===== src/rtl/pmu_pkg.sv =====
// Shared PMU configuration-path definitions.
// Provides the default field widths and FIFO depth used by both the
// bitstream deserializer and the PMU address generator, plus the packed
// word layout {data, addr} and a helper that builds it from raw bits.
package pmu_pkg;

  localparam int PMU_DATA_WIDTH = 32;
  localparam int PMU_ADDR_WIDTH = 8;
  localparam int PMU_FIFO_WIDTH = PMU_DATA_WIDTH + PMU_ADDR_WIDTH;
  localparam int PMU_WORD_DEPTH = 4;

  // Data occupies the upper bits, address the lower bits.
  typedef struct packed {
    logic [PMU_DATA_WIDTH-1:0] data;
    logic [PMU_ADDR_WIDTH-1:0] addr;
  } pmu_word_t;

  function automatic pmu_word_t pmu_split(input logic [PMU_FIFO_WIDTH-1:0] w);
    return pmu_word_t'(w);
  endfunction

endpackage


===== src/rtl/pmu_sync_fifo.sv =====
// Single-clock FIFO for assembled PMU configuration words.
// Ports:
//   clk_i, rst_ni  clock / synchronous active-low reset
//   flush_i        drops all entries; push and pop are ignored that cycle
//   push_i/data_i  write side (caller guarantees no push when full
//                  unless popping in the same cycle)
//   pop_i          read side (ignored when empty)
//   data_o         head entry, forced to 0 when empty
//   valid_o        non-empty
//   level_o        occupancy 0..DEPTH
module pmu_sync_fifo #(
  parameter int WIDTH = 40,
  parameter int DEPTH = 4
) (
  input  logic                       clk_i,
  input  logic                       rst_ni,
  input  logic                       flush_i,
  input  logic                       push_i,
  input  logic [WIDTH-1:0]           data_i,
  input  logic                       pop_i,
  output logic [WIDTH-1:0]           data_o,
  output logic                       valid_o,
  output logic [$clog2(DEPTH):0]     level_o
);

  localparam int AW = $clog2(DEPTH);
  localparam int LW = AW + 1;

  logic [WIDTH-1:0] r_mem [DEPTH];
  logic [AW-1:0]    r_wr_ptr;
  logic [AW-1:0]    r_rd_ptr;
  logic [LW-1:0]    r_level;
  logic             w_push;
  logic             w_pop;

  assign valid_o = (r_level != '0);
  assign w_push  = push_i & ~flush_i;
  assign w_pop   = pop_i & valid_o & ~flush_i;
  assign data_o  = valid_o ? r_mem[r_rd_ptr] : '0;
  assign level_o = r_level;

  // Storage is not reset; data_o masks it while empty.
  always_ff @(posedge clk_i) begin
    if (w_push) r_mem[r_wr_ptr] <= data_i;
  end

  always_ff @(posedge clk_i) begin
    if (!rst_ni || flush_i) begin
      r_wr_ptr <= '0;
      r_rd_ptr <= '0;
      r_level  <= '0;
    end else begin
      if (w_push) r_wr_ptr <= r_wr_ptr + AW'(1);
      if (w_pop)  r_rd_ptr <= r_rd_ptr + AW'(1);
      // Simultaneous push and pop leave the level unchanged.
      if (w_push && !w_pop)      r_level <= r_level + LW'(1);
      else if (w_pop && !w_push) r_level <= r_level - LW'(1);
    end
  end

endmodule


===== src/rtl/bitstream_deserializer.sv =====
// Serial-to-parallel front end of the PMU configuration path.
// Collects one bit per cycle MSB first into FIFO_WIDTH-bit {data, addr}
// words and queues them for the address generator.
// Ports:
//   clk_i, rst_ni          clock / synchronous active-low reset
//   flush_i                discard partial word and all queued words
//   bit_i, bit_valid_i     serial input, bit_ready_o accepts it
//   word_o, word_valid_o   head word (0 when empty) / non-empty
//   word_ready_i           downstream consumes head word
//   level_o                queued word count
module bitstream_deserializer
  import pmu_pkg::*;
#(
  parameter int DATA_WIDTH = PMU_DATA_WIDTH,
  parameter int ADDR_WIDTH = PMU_ADDR_WIDTH,
  parameter int FIFO_WIDTH = DATA_WIDTH + ADDR_WIDTH,
  parameter int DEPTH      = PMU_WORD_DEPTH
) (
  input  logic                     clk_i,
  input  logic                     rst_ni,
  input  logic                     flush_i,
  input  logic                     bit_i,
  input  logic                     bit_valid_i,
  output logic                     bit_ready_o,
  output logic [FIFO_WIDTH-1:0]    word_o,
  output logic                     word_valid_o,
  input  logic                     word_ready_i,
  output logic [$clog2(DEPTH):0]   level_o
);

  localparam int CW = $clog2(FIFO_WIDTH);
  localparam int LW = $clog2(DEPTH) + 1;

  logic [FIFO_WIDTH-2:0] r_sr;
  logic [CW-1:0]         r_cnt;
  logic                  w_last;
  logic                  w_pop;
  logic                  w_accept;
  logic                  w_push;

  assign w_last = (r_cnt == CW'(FIFO_WIDTH - 1));
  assign w_pop  = word_valid_o & word_ready_i;

  // Only the word-completing bit can stall, and only when the FIFO is full
  // and not draining this cycle. The pop term makes this combinational
  // from word_ready_i so a full FIFO still sustains one word per word time.
  assign bit_ready_o = rst_ni & ~flush_i &
                       (~w_last | (level_o != LW'(DEPTH)) | w_pop);

  assign w_accept = bit_valid_i & bit_ready_o;
  assign w_push   = w_accept & w_last;

  always_ff @(posedge clk_i) begin
    if (!rst_ni || flush_i) begin
      r_sr  <= '0;
      r_cnt <= '0;
    end else if (w_accept) begin
      if (w_last) begin
        r_cnt <= '0;
      end else begin
        r_sr  <= {r_sr[FIFO_WIDTH-3:0], bit_i};
        r_cnt <= r_cnt + CW'(1);
      end
    end
  end

  pmu_sync_fifo #(
    .WIDTH (FIFO_WIDTH),
    .DEPTH (DEPTH)
  ) u_fifo (
    .clk_i   (clk_i),
    .rst_ni  (rst_ni),
    .flush_i (flush_i),
    .push_i  (w_push),
    .data_i  ({r_sr, bit_i}),
    .pop_i   (w_pop),
    .data_o  (word_o),
    .valid_o (word_valid_o),
    .level_o (level_o)
  );

endmodule

===== config.mk =====
export PLATFORM = sky130hd
export DESIGN_NAME = bitstream_deserializer
export DESIGN_NICKNAME = d
export VERILOG_FILES = /design/src/rtl/pmu_pkg.sv /design/src/rtl/pmu_sync_fifo.sv /design/src/rtl/bitstream_deserializer.sv
export SDC_FILE = /design/constraint.sdc
export NUM_CORES = 1
export LEC_CHECK = 0
export BUFFER_PORTS_ARGS = -buffer_cell sky130_fd_sc_hd__buf_2
export CORE_MARGIN = 2
export CORE_UTILIZATION = 45
export DETAILED_ROUTE_END_ITERATION = 10
export SLEW_MARGIN = 15
export SYNTH_ARGS = -nofsm -noshare
export SYNTH_HDL_FRONTEND = slang
export SYNTH_SLANG_ARGS = --single-unit

===== constraint.sdc =====
create_clock -name clk_i -period 8 [get_ports clk_i]
set_clock_uncertainty 0.15 [all_clocks]
set_input_delay 2.4 -clock clk_i [delete_from_list [all_inputs] [get_ports clk_i]]
set_output_delay 2.4 -clock clk_i [all_outputs]
set_load 0.02 [all_outputs]

# Word level (Yosys, flattened, before mapping)
# Memories as Yosys holds them, arrays and structs flattened. A register that Yosys moved wholly into a read port is not among the register bits.
# Index checks and enable logic that the tools add are counted.
dict set report totals {
  ff_bits 52
  latchBits 0
  ram_bits 160
  mem_bits_ro 0
  in_bits 6
  output_inout_bits 45
  memories 1
}
dict set report classes {
  add_sub_neg 5
  mul 0
  div 0
  magnitude_cmp 0
  n_eq_ne 2
  shift 0
  mux 8
  bitwise_logic 12
  n_reduce_logical 9
}
# name depth word_bits read_ports rd_clocked_by_memory_dff wr line
set mem_list {}
lappend mem_list {u_fifo.r_mem 4 40 1 1 1 pmu_sync_fifo.sv:29} ;# logic [WIDTH-1:0] r_mem [DEPTH];
# cell n
set op_table {}
lappend op_table {{40-bit two-way mux} 1}
lappend op_table {{1-bit AND} 8}
lappend op_table {{6-bit by 1-bit adder with 6-bit output, second input constant} 1}
lappend op_table {{6-bit == test, second input constant} 1}
lappend op_table {{3-bit two-way mux} 2}
lappend op_table {{6-bit two-way mux} 1}
lappend op_table {{2-bit by 1-bit adder with 2-bit output, second input constant} 2}
lappend op_table {{2-bit two-way mux} 2}
lappend op_table {{3-bit by 1-bit adder with 3-bit output, second input constant} 1}
lappend op_table {{1-bit logical NOT} 3}
lappend op_table {{3-bit != test, second input constant} 1}
lappend op_table {{3-bit nonzero test} 1}
lappend op_table {{3-bit by 1-bit subtractor with 3-bit output, second input constant} 1}
lappend op_table {{1-bit logical AND} 2}
lappend op_table {{1-bit two-way mux} 2}
lappend op_table {{1-bit inverter} 2}
lappend op_table {{1-bit OR} 2}
lappend op_table {{2-bit AND reduction} 1}
lappend op_table {{2-bit nonzero test} 1}
lappend op_table {{1-bit logical OR} 1}

# Logic depth before layout (Yosys ltp)
# Gate-level depths: netlist of the first run.
dict set report depth {
  word_depth 12
  ltp_mapped 10
  mapped_depth_nobuf 9
}

# By module
# A second synthesis of the first run with hierarchy kept.
dict set report unflattened {
  hier_cells 508
  area_unflattened_um2 8244.2
}
# module instances cells_per_inst area_per_inst_um2 seq_area_each_um2
set modules_own_cells {}
lappend modules_own_cells {pmu_sync_fifo 1 299 6528.8 4984.8}
lappend modules_own_cells {bitstream_deserializer 1 209 1715.4 900.9}

# Least setup slack after synthesis of the first run
# OpenSTA, ideal clock, no wires.
dict set report synth_path {
  path_type {input to register}
  start {input bit_valid_i}
  end {memory u_fifo.r_mem[0][0] (enable)}
  setup_ns 0.487
  arrival_time_ns 5.693
  required_time_ns 7.363
  setup_slack_ns 1.670
  stages 3
  path_buffers 1
  path_cell_list {clkbuf_1 -> nand4_2 -> nor3_1}
}
dict set report synth_via {
  elab_chain_cells 5
}
# item line
set synth_rtl {}
lappend synth_rtl {{start: declaration} bitstream_deserializer.sv:23} ;# input logic bit_valid_i,
lappend synth_rtl {{1-bit AND} bitstream_deserializer.sv:50} ;# assign w_accept = bit_valid_i & bit_ready_o;
lappend synth_rtl {{1-bit AND} bitstream_deserializer.sv:51} ;# assign w_push = w_accept & w_last;
lappend synth_rtl {{1-bit AND} pmu_sync_fifo.sv:37} ;# assign w_push = push_i & ~flush_i;
lappend synth_rtl {{1-bit two-way mux} pmu_sync_fifo.sv:44} ;# if (w_push) r_mem[r_wr_ptr] <= data_i;
lappend synth_rtl {{1-bit two-way mux (not written as such)} pmu_sync_fifo.sv:44}
lappend synth_rtl {{end: declaration} pmu_sync_fifo.sv:29}
# No other way between the ends.

# Final worst setup path of the first run
dict set report layout_path {
  start {input word_ready_i}
  end {output bit_ready_o}
}
dict set report layout_via {
  elab_chain_cells 3
}
# item line
set layout_rtl {}
lappend layout_rtl {{start: declaration} bitstream_deserializer.sv:27} ;# input logic word_ready_i,
lappend layout_rtl {{1-bit AND} bitstream_deserializer.sv:42} ;# assign w_pop = word_valid_o & word_ready_i;
lappend layout_rtl {{1-bit OR} bitstream_deserializer.sv:48} ;# (~w_last | (level_o != LW'(DEPTH)) | w_pop);
lappend layout_rtl {{1-bit AND} bitstream_deserializer.sv:47} ;# assign bit_ready_o = rst_ni & ~flush_i &
lappend layout_rtl {{end: declaration} bitstream_deserializer.sv:24} ;# output logic bit_ready_o,
# No other way between the ends.

==> results of run 1 <==
-- layer usage --
layer	vias up	GRT usage, %
met5	-	0
met4	0	4.53
met3	20	2.89
met2	75	25.1
met1	2116	20.2
li1	1926	-
-- synthesized netlist by cell type, types with 3 or more instances --
library cell  count
nand2_1          47
xor2_1            5
and2_1           40
mux2i_1          42
nor3_1            5
clkbuf_1         15
nor2_1            8
a21oi_1           5
buf_6             4
dfxtp_1          54
mux4_2           40
edfxtp_1        160
ha_1              6
buf_4             5
inv_1             8
nor2b_1           3
-- through the flow --
stage | total power (uW) | instance area (um2) | worst slack, ns | util, %
detailed placement | 1220 | 8750 | 2.06 | 48.6
global placement | 1220 | 8750 | 2.07 | 48.6
global route | 2270 | 9480 | 1.85 | 52.6
finish | 2200 | 9480 | 2.03 | 52.6
floorplan | 1220 | 8270 | 1.67 | -
CTS | 2230 | 9480 | 2.04 | 52.6
-- registers in the layout (all words and copies together) (netlist names), named ones only --
register and cells:
r_cnt 6, u_fifo.r_rd_ptr 2, r_sr 39, u_fifo.r_wr_ptr 2
u_fifo.r_mem 160, u_fifo.level_o 3
-- cells by family (layout without fill, tap and decap cells) --
group / after synthesis / after routing
compound gates: 15 / 15
flops: 214 / 214
simple gates: 119 / 119
xor+xnor: 5 / 5
mux: 82 / 82
fa+ha+maj: 7 / 7
buf+inv: 35 / 107
-- worst paths after layout --
kind | from | end | depth (start not counted)
worst max-delay path | word_ready_i | bit_ready_o | 5
worst min-delay path | r_sr[13] | u_fifo.r_mem[1][14] | 0
worst max register to register | r_cnt[5] | u_fifo.r_mem[2][16] | 5
worst min register to register | r_sr[13] | u_fifo.r_mem[1][14] | 0
-- final cells by class --
type	count	share of cell area, %
clock inverters	6	0.541
clock buffers	34	7.14
inverters	8	0.317
well taps	229	3.02
multi-input cells	228	23.5
repair buffers	59	3.35
flip-flops and latches	214	62.1
-- placed cells by master (no fill, tap or decap), drive strengths merged, types with 3 or more instances in the layout --
cell type / instances
a21oi: 5
and2: 40
buf: 59
clkbuf: 34
clkinv: 5
dfxtp: 54
edfxtp: 160
ha: 6
inv: 8
mux2i: 42
mux4: 40
nand2: 47
nand4: 3
nor2: 8
nor2b: 3
nor3: 5
xor2: 5
-- power breakdown --
part / switching [uW] / internal (uW)
combinational: 14.3 / 7.56
sequential: 0.686 / 1180
clock: 389 / 612
==> run_results.csv, run 1 <==
group,metric,value,unit
worst_setup_path,max_stage_delay,0.42,ns
synth,synth_edf_count,160,
sta,final-hold-violation-count,0,
cts,clk_pin_slew,0.06,ns
sta,worst_pin_slew,0.927,ns
floorplanning,start_util,45.9,%
synth,synthArstFlopShare,0,%
detailed_routing,num_vias,4137,
global_routing,grt_usage,15.0,%
cells_and_area,stdcell_count,778,
worst_setup_path,critPathKind,"in2out",
cts,cts_sinks,214,
synth,synth_area_leaders,"edfxtp_1 (58%), dfxtp_1 (13%), mux4_2 (11%), mux2i_1 (5.1%), and2_1 (3.0%)",
floorplanning,num_rows,49,
cells_and_area,multiInputGateArea,2230,um2
worst_setup_path,cp-start-kind,"input port",
cells_and_area,nFillCells,1510,
cts,cts_setup_buffers,0,
detailed_routing,via_per_inst,5.32,
cells_and_area,seqCellArea,5890,um2
sta,setup_viol,0,
detailed_routing,drtAntennaViolNets,0,
detailed_routing,post_drt_wl_per_cell,18.5,um
synth,yosysUniqueCellTypes,40,
global_routing,antenna_found_initial,0,
cts,ctsHoldBuffers,0,
floorplanning,die_x,140,um
worst_hold_path,hold_path.class,"reg2reg",
placement,place_congestion,0.730,
detailed_routing,highest_layer,"met4",
sta,rsz0062_at_grt,"no",
detailed_routing,met2_length,7150,um
cts,clockBufferDepth,3,
cts,numCtsBuffers,22,
worst_setup_path,crit_slowest_cell,"nor4b_1",
synth,syn_inst,477,
global_routing,overflow,0,
synth,yosys.area.top_type_share,58.1,%
worst_setup_path,rrSetupSlack,4.85,ns
global_routing,grt_max_degree,48,
cells_and_area,finalNetCount,546,
cells_and_area,insertedDiodeCount,0,
detailed_routing,route.detailed.drc,0,
placement,place.port_buffers,50,
worst_setup_path,setup.worst_path.end_class,"output port",
outcome,outcome,"finished clean",
cts,cts_tree,"done",
synth,synthAdderAreaFrac,1.15,%
sta,final.setup.tns,0,ns
synth,yosys.area_share.simple,7.53,%
cts,cts_resized,0,
cts,htreeDepth,1,
sta,period_minus_slack,5.97,ns
synth,synth_compound_area_share,1.44,%
sta,holdWs,0.339,ns
synth,synthMuxAreaShare,16.0,%
worst_setup_path,cp_max_fo,4,
synth,mappedNetlistNets,490,
detailed_routing,wirelength,14400,um
synth,synth.yosys.seq_area_share,71.2,%
power_and_ir_drop,leakagePower,0.00343,uW
detailed_routing,firstDrtPassIters,4,
floorplanning,die_h,140,um
sta,min_period_over_period,74.6,%
floorplanning,dieArea,19500,um2
synth,synth_seq_cells,214,
worst_setup_path,critPathBufInv,2,
synth,syn_area,8270,um2
detailed_routing,drt-initial-drc-count,247,
sta,drv_slew,0,
job,timing.max_cap.violations,0,
sta,fmax,168,MHz
power_and_ir_drop,power_density,232,nW/um2
global_routing,grt_pass1_vias,4203,
detailed_routing,dr_wl_met3,689,um
synth,ys.flop_type,"edfxtp_1",
synth,synth_top_family_by_area,"multiplexers",
worst_setup_path,cpLargestDelayFamily,"simple AND/OR/NAND/NOR gates",
cells_and_area,syn2layout_area_growth,14.6,%
synth,avgSynthCellArea,17.3,um2
worst_setup_path,worstPathCellList,"buf_2 -> nor4b_1 -> and3_1 -> nor2_1 -> buf_2",
global_routing,grt_pass1_wl,22900,um
detailed_routing,wl_met1,6330,um
worst_setup_path,worstPathArrival,3.42,ns
sta,max-slew-margin-rel,37.8,%
cells_and_area,drive_gt1_share,25.9,%
cts,root_buffer,"clkbuf_16",
synth,ys_warn_count,0,
placement,hpwl,7890,um
worst_setup_path,crit_top_cell,"buf_2",
synth,synth_largest_area_cell,"edfxtp_1",
floorplanning,pin_count,51,
floorplanning,coreArea,18000,um2
power_and_ir_drop,vdd_ir_drop_max,135,uV
placement,dp.cells,738,
worst_setup_path,required,5.45,ns
synth,synthXorXnorAreaFrac,0.530,%
cts,clk_latency,0.49,ns
Note: power is estimated with default switching activity, not from simulation.
==> run 2: changes to the inputs <==
- ABC_AREA: not set -> 1
- clock period: 8 -> 5.5 ns (I/O delays scaled with it)
==> run_results.csv, run 2 <==
group,metric,value,unit
outcome,outcome,"finished clean",
placement,place_congestion,0.768,
detailed_routing,firstDrtPassIters,4,
cells_and_area,largest_reg_flops,160,
cts,clk_latency,0.49,ns
synth,synthMostInstantiatedCell,"nor2_1",
worst_setup_path,worstPathArrival,2.58,ns
job,timing.max_cap.violations,0,
power_and_ir_drop,vdd_ir_drop_max,190,uV
power_and_ir_drop,p_switching,570,uW
cells_and_area,nFillCells,1498,
global_routing,grt_pass1_wl,26600,um
worst_setup_path,max_stage_delay,0.44,ns
synth,ys.flop_type,"edfxtp_1",
worst_setup_path,crit_top_cell,"buf_2",
cts,numCtsBuffers,21,
worst_setup_path,worstPathCellList,"buf_2 -> nor2_2 -> nand2_1 -> inv_1 -> buf_2",
placement,place.port_buffers,50,
worst_setup_path,cp_max_fo,13,
cts,htreeDepth,1,
worst_setup_path,required,3.70,ns
synth,yosys.area.top_type_share,57.5,%
detailed_routing,post_drt_wl_per_cell,16.0,um
cells_and_area,reg_top3,"u_fifo.r_mem x160, r_sr x39, r_cnt x6",
synth,yosysUniqueCellTypes,24,
synth,ys_warn_count,0,
global_routing,grt_pass1_vias,5049,
floorplanning,die_x,140,um
synth,synth_edf_count,160,
power_and_ir_drop,pwr-share-clk,42.9,%
cells_and_area,multiInputGateArea,2180,um2
detailed_routing,route.detailed.drc,0,
floorplanning,coreArea,18100,um2
worst_setup_path,reg2reg_from,"r_cnt[0]",
floorplanning,num_rows,49,
synth,synth_commonest_cells,"nor2_1 (179), edfxtp_1 (160), nand2_1 (104), a21oi_1 (90), o21ai_0 (72)",
worst_hold_path,hold_path.class,"reg2reg",
cts,ctsHoldBuffers,0,
global_routing,antenna_found_initial,0,
synth,synth_area_leaders,"edfxtp_1 (57%), dfxtp_1 (13%), nor2_1 (8.0%), a21oi_1 (5.4%), nand2_1 (4.7%)",
floorplanning,die_h,140,um
power_and_ir_drop,combPwrFrac,0.8,%
synth,synth.yosys.seq_area_share,70.4,%
detailed_routing,drt-initial-drc-count,362,
cts,cts_sinks,214,
synth,synthArstFlopShare,0,%
cells_and_area,drive_gt1_share,12.6,%
global_routing,grt-busiest-layer,"met2",
worst_setup_path,rrSetupSlack,2.75,ns
cells_and_area,top_register,"u_fifo.r_mem",
worst_setup_path,r2r-end,"u_fifo.level_o[2]",
global_routing,grt_max_degree,81,
sta,period_minus_slack,4.38,ns
global_routing,overflow,0,
global_routing,grt.met3_usage,2.91,%
cells_and_area,insertedDiodeCount,0,
synth,synth_seq_cells,214,
detailed_routing,num_vias,5386,
floorplanning,start_util,46.2,%
worst_setup_path,crit_slowest_cell,"nor2_2",
sta,setup_viol,0,
detailed_routing,wirelength,16700,um
worst_hold_path,hp-start,"r_cnt[4]",
global_routing,grt_usage,17.1,%
power_and_ir_drop,seqPwrFrac,56.3,%
synth,avgSynthCellArea,10.9,um2
power_and_ir_drop,power_density,321,nW/um2
worst_setup_path,critPathKind,"in2out",
global_routing,use_met2,29.7,%
placement,hpwl,8970,um
detailed_routing,via_per_inst,5.13,
cells_and_area,seqCellArea,5890,um2
sta,min_period_over_period,79.6,%
cells_and_area,final_cell_mix,"nor2_1 (175), edfxtp_1 (160), nand2_1 (104), a21oi_1 (90), o21ai_0 (72)",
synth,syn_area,8360,um2
floorplanning,dieArea,19700,um2
power_and_ir_drop,p_int,2470,uW
cts,cts_tree,"done",
power_and_ir_drop,p_sw_share,18.8,%
cts,cts_resized,0,
worst_hold_path,min_path_cells,2,
synth,mappedNetlistNets,778,
worst_setup_path,rr_worst_depth,12,
global_routing,met1_usage,22.1,%
worst_setup_path,cp-start-kind,"input port",
sta,final-hold-violation-count,0,
sta,fmax,229,MHz
cts,clk_pin_slew,0.06,ns
cts,cts_setup_buffers,0,
sta,rsz0062_at_grt,"no",
power_and_ir_drop,leakagePower,0.00347,uW
sta,worst_pin_slew,0.886,ns
synth,synth_largest_area_cell,"edfxtp_1",
cts,clockBufferDepth,3,
sta,final.setup.tns,0,ns
synth,syn_inst,765,
cells_and_area,syn2layout_area_growth,13.3,%
worst_hold_path,min_to,"r_cnt[4]",
power_and_ir_drop,power,3040,uW
detailed_routing,drtAntennaViolNets,0,
sta,drv_slew,0,
cells_and_area,finalNetCount,819,
cts,root_buffer,"clkbuf_16",
floorplanning,pin_count,51,
sta,max-slew-margin-rel,40.9,%
worst_setup_path,setup.worst_path.end_class,"output port",
cells_and_area,mostFrequentLayoutCell,"nor2_1",
[run 2: cell types whose count changed after synthesis, moves of 40 or more]
cell     before  now
mux4_2       40    0
a21oi_1       5   90
nand2_1      47  104
o21ai_0       1   72
and2_1       40    0
nor2_1        8  179
mux2i_1      42    0
[run 2: kinds of logic after synthesis]
| kind of cell | share of synthesized area (%) |
|---|---|
| AO/OA/AOI/OAI | 10.5 |
| buffers and inverters | 3.89 |
| XOR/XNOR | 0.419 |
| AND/OR/NAND/NOR | 13.6 |
| flip-flops | 70.4 |
| adder cells (fa/ha/maj) | 1.14 |
[run 2: power groups by stage]
stage	Clock [uW]	Combinational [uW]	Sequential, uW
final	1300	24.3	1710
after global routing	1400	26.7	1710
after CTS	1330	24.9	1710
after detailed placement	0	24.6	1750
after global placement	0	24.5	1750
after floorplan	0	19.2	1750
[run 2: how the worst max path moves through the flow]
stage | start | endpoint | slack (ns) | cells past startpoint
final | flush_i | bit_ready_o | 1.12 | 5
after detailed placement | flush_i | bit_ready_o | 1.13 | 5
after global routing | flush_i | bit_ready_o | 1.02 | 5
after CTS | flush_i | bit_ready_o | 1.13 | 5
after global placement | flush_i | bit_ready_o | 1.15 | 5
after floorplan | rst_ni | u_fifo.r_mem[0][0] | 1.06 | 4
[run 2: area by class of cell]
| class | instances | area share, % |
|---|---|---|
| Clock buffer | 30 | 6.32 |
| Tap cell | 229 | 3.02 |
| Timing Repair Buffer | 61 | 4.04 |
| Clock inverter | 7 | 0.317 |
| Inverter | 29 | 1.15 |
| Sequential cell | 214 | 62.1 |
| Multi-Input combinational cell | 479 | 23.0 |
[run 2: worst max-delay path, delay by kind of cell]
| kind | cells | cell delay, ns |
|---|---|---|
| buffers and inverters | 3 | 0.33 |
| AND/OR/NAND/NOR | 2 | 0.59 |
[run 2: metal layers]
| layer | routed length, um | vias to the layer above |
|---|---|---|
| li1 | - | 2682 |
| met1 | 7300 | 2562 |
| met2 | 8270 | 118 |
| met3 | 910 | 24 |
| met4 | 269 | 0 |
| met5 | 0 | - |
[run 2: metrics by stage]
stage	setup slack [ns]	utilization, %	cells	area, um2	hold slack [ns]
2_1_floorplan	1.06	-	765	8360	0.308
3_3_place_gp	1.15	48.9	1012	8850	0.321
3_5_place_dp	1.13	48.9	1012	8850	0.329
4_1_cts	1.13	52.4	1049	9480	0.342
5_1_grt	1.02	52.4	1049	9480	0.369
6_report	1.12	52.4	1049	9480	0.339
==> run 3: changes to the inputs <==
- ABC_AREA: 1 -> 0
- clock period: 5.5 -> 4.5 ns (I/O delays scaled with it)
==> run_results.csv, run 3 (synthesis results as in run 1) <==
group,metric,value,unit
outcome,outcome,"finished clean",
cts,cts_setup_buffers,0,
detailed_routing,route.detailed.drc,0,
sta,final-hold-violation-count,0,
detailed_routing,drtAntennaViolNets,0,
sta,fmax,257,MHz
cells_and_area,multiInputGateArea,2230,um2
sta,worst_pin_slew,0.881,ns
cells_and_area,final_util,52.6,%
global_routing,antenna_found_initial,0,
worst_setup_path,rr_worst_depth,10,
cts,cts_tree,"done",
cells_and_area,insertedDiodeCount,0,
global_routing,grt_usage,15.0,%
floorplanning,start_util,45.9,%
placement,hpwl,7930,um
cells_and_area,final_cell_mix,"edfxtp_1 (160), dfxtp_1 (52), buf_2 (50), nand2_1 (47), mux2i_1 (42)",
worst_setup_path,required,3.00,ns
global_routing,grt.met3_usage,3.06,%
cells_and_area,mostFrequentLayoutCell,"edfxtp_1",
detailed_routing,firstDrtPassIters,5,
worst_setup_path,worstPathArrival,2.39,ns
sta,min_period_over_period,86.3,%
cts,numCtsBuffers,21,
cts,clk_latency,0.49,ns
floorplanning,pin_count,51,
cells_and_area,nFillCells,1498,
cells_and_area,largest_reg_flops,160,
detailed_routing,num_vias,4139,
cts,cts_sinks,214,
power_and_ir_drop,power_density,401,nW/um2
cells_and_area,finalNetCount,551,
cells_and_area,reg_top3,"u_fifo.r_mem x160, r_sr x39, r_cnt x6",
power_and_ir_drop,vdd_ir_drop_max,204,uV
floorplanning,num_rows,49,
sta,rsz0062_at_grt,"no",
placement,place_area,8810,um2
cells_and_area,drive_gt1_share,26.8,%
global_routing,met1_usage,20.2,%
cts,cts_resized,0,
power_and_ir_drop,leakagePower,0.00341,uW
sta,max-slew-margin-rel,41.1,%
worst_hold_path,hold_path.class,"reg2reg",
global_routing,grt_pass1_wl,23300,um
worst_setup_path,cp-start-kind,"input port",
job,timing.max_cap.violations,0,
sta,setup_viol,0,
sta,drv_slew,0,
cts,clockBufferDepth,3,
cells_and_area,stdcell_area,9480,um2
placement,place.port_buffers,50,
cells_and_area,syn2layout_area_growth,14.7,%
cells_and_area,top_register,"u_fifo.r_mem",
cts,clk_pin_slew,0.06,ns
worst_setup_path,cp_max_fo,4,
worst_hold_path,min_path_cells,2,
global_routing,use_met2,25.1,%
global_routing,grt_max_degree,42,
global_routing,grt-busiest-layer,"met2",
worst_setup_path,setup.worst_path.end_class,"output port",
floorplanning,coreArea,18000,um2
detailed_routing,wirelength,14300,um
cts,ctsHoldBuffers,0,
floorplanning,die_x,140,um
worst_setup_path,critPathKind,"in2out",
sta,period_minus_slack,3.89,ns
detailed_routing,drt-initial-drc-count,262,
floorplanning,die_h,140,um
detailed_routing,via_per_inst,5.29,
detailed_routing,post_drt_wl_per_cell,18.3,um
cts,htreeDepth,1,
placement,place_congestion,0.716,
floorplanning,dieArea,19500,um2
cells_and_area,seqCellArea,5890,um2
cts,root_buffer,"clkbuf_16",
global_routing,grt_pass1_vias,4410,
global_routing,overflow,0,
-- run 3: final timing paths --
check                      end         start  slack, ns
max                bit_ready_o  word_ready_i       0.61
min                   r_sr[38]      r_sr[38]       0.35
max reg2reg  u_fifo.level_o[2]      r_cnt[5]       1.67
min reg2reg           r_sr[38]      r_sr[38]       0.35
-- run 3: area by class of cell --
cell class | count | share of cell area [%]
multi-input cells | 228 | 23.5
well taps | 229 | 3.02
repair buffers | 65 | 3.96
clock buffers | 32 | 6.66
clock inverters | 6 | 0.449
inverters | 8 | 0.317
flip-flops and latches | 214 | 62.1
-- run 3: worst max-delay path, stage by stage --
cell and delay [ns]:
buf_2 0.12, nor4b_1 0.45, and3_1 0.27, nor2_1 0.05
buf_2 0.15
-- run 3: power breakdown --
group	leakage (uW)	total, uW	switching, uW	internal [uW]
Sequential	0.00198	2090	1.09	2090
Combinational	0.00111	40.5	25.6	14.8
Clock	0.000327	1670	696	975
-- run 3: per-layer routing --
layer | vias up | wire length (um)
li1 | 1937 | -
met1 | 2100 | 6410
met2 | 81 | 6880
met3 | 21 | 760
met4 | 0 | 237
met5 | - | 0
-- run 3: metrics by stage --
stage	std cells	power, uW	worst slack, ns	hold WS, ns	setup TNS [ns]
final	782	3810	0.614	0.348	0
after global routing	782	3920	0.525	0.368	0
after CTS	782	3850	0.614	0.352	0
after detailed placement	744	2180	0.609	0.339	0
after global placement	744	2180	0.739	0.319	0
after floorplan	477	2170	-0.780	0.310	-124.82
